--- config.mk ---
export PLATFORM = sky130hd
export DESIGN_NAME = fpdiv_ctrl
export DESIGN_NICKNAME = d
export VERILOG_FILES = /design/src/rtl/fpdiv_ctrl.sv
export SDC_FILE = /design/constraint.sdc
export NUM_CORES = 1
export LEC_CHECK = 0
export ABC_AREA = 1
export CAP_MARGIN = 20
export CORE_AREA = 5 5 42 44
export DETAILED_ROUTE_END_ITERATION = 10
export DIE_AREA = 0 0 47 49
export GPL_TIMING_DRIVEN = 0
export PLACE_DENSITY_LB_ADDON = 0.2
export REMOVE_ABC_BUFFERS = 1
export SYNTH_ARGS = -nofsm -noshare
export SYNTH_HDL_FRONTEND = slang
export SYNTH_SLANG_ARGS = --single-unit
--- constraint.sdc ---
create_clock -name clk_i -period 2.83 [get_ports clk_i]
set_input_delay 0.4245 -clock clk_i [delete_from_list [all_inputs] [get_ports clk_i]]
set_output_delay 0.4245 -clock clk_i [all_outputs]
set_load 0.02 [all_outputs]
--- src/rtl/fpdiv_ctrl.sv ---
// fpdiv_ctrl: Moore sequencer for the fpdiv Goldschmidt divider datapath.
// One start/done handshake runs seed, ITER refinement pairs, then a one-cycle DONE.
module fpdiv_ctrl #(
  parameter int unsigned ITER = 3
) (
  input  logic       clk_i,
  input  logic       reset_ni,
  input  logic       start_i,
  output logic       busy_o,
  output logic       done_o,
  output logic [2:0] iter_o,
  output logic       sel_muxa_o,
  output logic [1:0] sel_muxb_o,
  output logic       loada_o,
  output logic       loadb_o,
  output logic       loadc_o
);

  typedef enum logic [2:0] {
    S_IDLE   = 3'd0,
    S_SEED_D = 3'd1,
    S_SEED_N = 3'd2,
    S_ITER_D = 3'd3,
    S_ITER_N = 3'd4,
    S_DONE   = 3'd5
  } state_t;

  localparam logic [2:0] LastIter = 3'(ITER - 1);

  state_t     state_q, state_d;
  logic [2:0] cnt_q, cnt_d;

  logic       busy_q, done_q, muxa_q, loada_q, loadb_q, loadc_q;
  logic [2:0] iter_q;
  logic [1:0] muxb_q;

  always_comb begin
    state_d = state_q;
    cnt_d   = cnt_q;
    case (state_q)
      S_IDLE:   if (start_i) state_d = S_SEED_D;
      S_SEED_D: state_d = S_SEED_N;
      S_SEED_N: begin
        state_d = S_ITER_D;
        cnt_d   = 3'd0;
      end
      S_ITER_D: state_d = S_ITER_N;
      S_ITER_N: begin
        if (cnt_q == LastIter) begin
          state_d = S_DONE;
        end else begin
          state_d = S_ITER_D;
          cnt_d   = cnt_q + 3'd1;
        end
      end
      S_DONE:   state_d = start_i ? S_SEED_D : S_IDLE;
      default:  state_d = S_IDLE;
    endcase
  end

  // Outputs are decoded from the next state so they are registered yet still
  // line up with the state they describe.
  always_ff @(posedge clk_i or negedge reset_ni) begin
    if (!reset_ni) begin
      state_q <= S_IDLE;
      cnt_q   <= 3'd0;
      busy_q  <= 1'b0;
      done_q  <= 1'b0;
      iter_q  <= 3'd0;
      muxa_q  <= 1'b0;
      muxb_q  <= 2'b00;
      loada_q <= 1'b0;
      loadb_q <= 1'b0;
      loadc_q <= 1'b0;
    end else begin
      state_q <= state_d;
      cnt_q   <= cnt_d;
      busy_q  <= 1'b0;
      done_q  <= 1'b0;
      iter_q  <= 3'd0;
      muxa_q  <= 1'b0;
      muxb_q  <= 2'b00;
      loada_q <= 1'b0;
      loadb_q <= 1'b0;
      loadc_q <= 1'b0;
      case (state_d)
        S_SEED_D: begin
          busy_q  <= 1'b1;
          loadb_q <= 1'b1;
        end
        S_SEED_N: begin
          busy_q  <= 1'b1;
          loada_q <= 1'b1;
          loadc_q <= 1'b1;
        end
        S_ITER_D: begin
          busy_q  <= 1'b1;
          iter_q  <= cnt_d;
          muxa_q  <= 1'b1;
          muxb_q  <= 2'b01;
          loadb_q <= 1'b1;
        end
        S_ITER_N: begin
          busy_q  <= 1'b1;
          iter_q  <= cnt_d;
          muxa_q  <= 1'b1;
          muxb_q  <= 2'b01;
          loada_q <= 1'b1;
          loadc_q <= 1'b1;
        end
        S_DONE:  done_q <= 1'b1;
        default: ;
      endcase
    end
  end

  assign busy_o     = busy_q;
  assign done_o     = done_q;
  assign iter_o     = iter_q;
  assign sel_muxa_o = muxa_q;
  assign sel_muxb_o = muxb_q;
  assign loada_o    = loada_q;
  assign loadb_o    = loadb_q;
  assign loadc_o    = loadc_q;

endmodule

==> impl_metrics.json <==
{
  "dpl.hpwl_um": 884,
  "clk_path_buf_depth": 2,
  "cp_num_buf_inv": 1,
  "overflow": 0,
  "hold_buffers": 0,
  "drv_slew": 0,
  "start_util_pct": 46.0,
  "nNetsFinal": 91,
  "routed-via-count": 479,
  "die_x_um": 47,
  "drc_errors": 0,
  "cp_slowest_cell": "clkdlybuf4s50_1",
  "dpl-instance-area_um2": 762,
  "cts_tree": "done",
  "io-pin-count": 14,
  "areaGrowthSynthToFinish_pct": 21.7,
  "path_cells": "clkdlybuf4s50_1",
  "cts.htree.levels": 1,
  "synth_flop_cell": "dfrtp_1",
  "io_buffers": 12,
  "slowest_delay_ps": 610,
  "worst_skew_pair.late_latency_ps": 270,
  "grt_max_degree": 15,
  "power_w": 0.000841,
  "ys_seq_elements": 14,
  "clock_tree.root_cell": "clkbuf_4",
  "clock_skew_ps": 1.86,
  "peakVddDrop_mv": 0.522,
  "grt_pass1_vias": 464,
  "end_kind": "primary output",
  "drt_first_pass_iters": 2,
  "path_clk_slew_ps": 70,
  "synth_top_area_share_pct": 54.4,
  "core_um2": 1400,
  "ys_warn_count": 0,
  "synthTopCellsByCount": "nand2_1, dfrtp_1, inv_1, nand3_1",
  "post_cts_buffers": 0,
  "critPathTopFamily": "buffers and inverters",
  "n_fill_cell": 137,
  "max_slew_margin_pct": 61.1,
  "hold_viol_final": 0,
  "die_y_um": 49,
  "max_freq_mhz": 601,
  "grt_first_pass_wirelength_um": 1820,
  "wire_per_inst_um": 11.1,
  "drv_cap": 0,
  "worstHoldPathType": "input pin to async pin",
  "required_ps": 2410,
  "std_cell_rows": 14,
  "gp_congestion": 0.803,
  "ys_types": 13,
  "critPathLaunchType": "flop",
  "critical_path_class": "flop to primary output",
  "syn_area_um2": 644,
  "avgSynthCellArea_um2": 8.95,
  "post-route-period-util_pct": 58.8,
  "combPwrFrac_pct": 49.8,
  "synth_most_common_cell": "nand2_1",
  "cts_resized": 0,
  "yosysTopAreaCell": "dfrtp_1",
  "crit_fanout": 2,
  "tightest_slew_ps": 582,
  "p_sw_w": 0.000356,
  "synth_edf_count": 0,
  "setup_viol": 0,
  "track_usage_pct": 11.1,
  "clock-sinks": 14,
  "cellLeakagePower_nw": 0.454,
  "critical_path_arrival_ps": 1240,
  "intPower_w": 0.000485,
  "antenna_found_initial": 0,
  "synth_area_leaders": "dfrtp_1, nand2_1, nand3_1, inv_1, ha_1",
  "swShare_pct": 42.3,
  "die-area_um2": 2300,
  "ys_async_sr_fraction_pct": 100,
  "power_density_nw_per_um2": 1070,
  "p_seq_share_pct": 37.8,
  "drive_above_1_share_pct": 13.1,
  "ys_seq_area_share_pct": 54.4,
  "routed_wl_um": 1110,
  "power_frac_clock_pct": 12.4,
  "final_area_um2": 785,
  "tns_ps": 0,
  "via_per_inst": 4.79,
  "cts_buffers": 3,
  "rrSetupSlack_ps": 1590,
  "outcome": "complete, no violations",
  "drtIter0Drc": 7,
  "grt_setup_unrepaired": "false",
  "period_needed_ps": 1660,
  "detail-route-antenna-nets": 0,
  "n_antenna_cell": 0,
  "postSynthCellCount": 72
}
-- per-stage QoR --
step / instances / setup slack (ps) / util, % / hold slack, ps
detailed placement: 97 / 1450 / 54.4 / 511
CTS: 100 / 1140 / 56.0 / 524
global placement: 97 / 1490 / 54.4 / 511
global route: 100 / 1120 / 56.0 / 555
floorplan: 69 / 1710 / - / 129
finish: 100 / 1170 / 56.0 / 520
-- logic make-up after synthesis --
group           share of synthesized area, %
other cells                            0.582
fa+ha+maj                               3.88
flops                                   54.4
simple gates                            29.3
buf+inv                                 11.1
compound gates                         0.776
-- metal layers --
metal,track usage (%),up-vias,part of all wire [%]
met5,0,-,0
met4,4.15,0,0
met3,7.01,0,10
met2,20.4,14,54
met1,8.74,226,36
li1,-,239,-
-- cells in the final DEF (no fill, tap or decap) --
| master | n |
|---|---|
| nor2_8 | 1 |
| conb_1 | 1 |
| ha_1 | 2 |
| dfrtp_1 | 14 |
| inv_2 | 3 |
| o21ai_1 | 1 |
| clkdlybuf4s50_1 | 12 |
| clkbuf_4 | 3 |
| nand2_1 | 20 |
| nand2_2 | 2 |
| nand3_2 | 2 |
| nand3_1 | 10 |
| inv_1 | 10 |
| nor2_1 | 3 |
-- flip-flops by register name, indices dropped and copies added, names as in the netlist --
register and flops:
done_o 1, loadb_o 1, loadc_o 1, sel_muxb_o 1
iter_o 3, busy_o 1, state_q 3, cnt_q 3
-- layout make-up --
cell class	instances	area [um^2]	share of cell area [%]
Sequential cell	14	350	44.7
Multi-Input combinational cell	42	223	28.4
Timing Repair Buffer	12	120	15.3
Inverter	13	48.8	6.22
Clock buffer	3	22.5	2.87
Tap cell	16	20.0	2.55
-- worst register-to-register path, delay by kind of cell (launching register included) --
family | cells | cell delay, ps
buf+inv | 3 | 170
flops | 1 | 410
simple gates | 5 | 390
fa+ha+maj | 1 | 160
-- power by group through the flow --
stage                     clock [W]  sequential (W)  combinational [W]
final                      0.000105        0.000318           0.000418
after global routing       0.000121        0.000329           0.000464
after CTS                  0.000112        0.000319           0.000426
after detailed placement          0        0.000323           0.000425
after global placement            0        0.000318           0.000414
after floorplan                   0        0.000379           0.000212
-- worst paths after layout --
| path | start | endpoint | cells past startpoint |
|---|---|---|---|
| worst min-delay path | reset_ni | loadc_o | 1 |
| min in group clk_i | state_q[2] | state_q[1] | 1 |
| max in group asynchronous | reset_ni | sel_muxb_o[0] | 1 |
| worst max register to register | cnt_q[0] | iter_o[0] | 9 |
| worst min register to register | state_q[2] | state_q[1] | 1 |
| worst max-delay path | loadc_o | loadc_o | 1 |
Power figures use the tool's default switching activity.
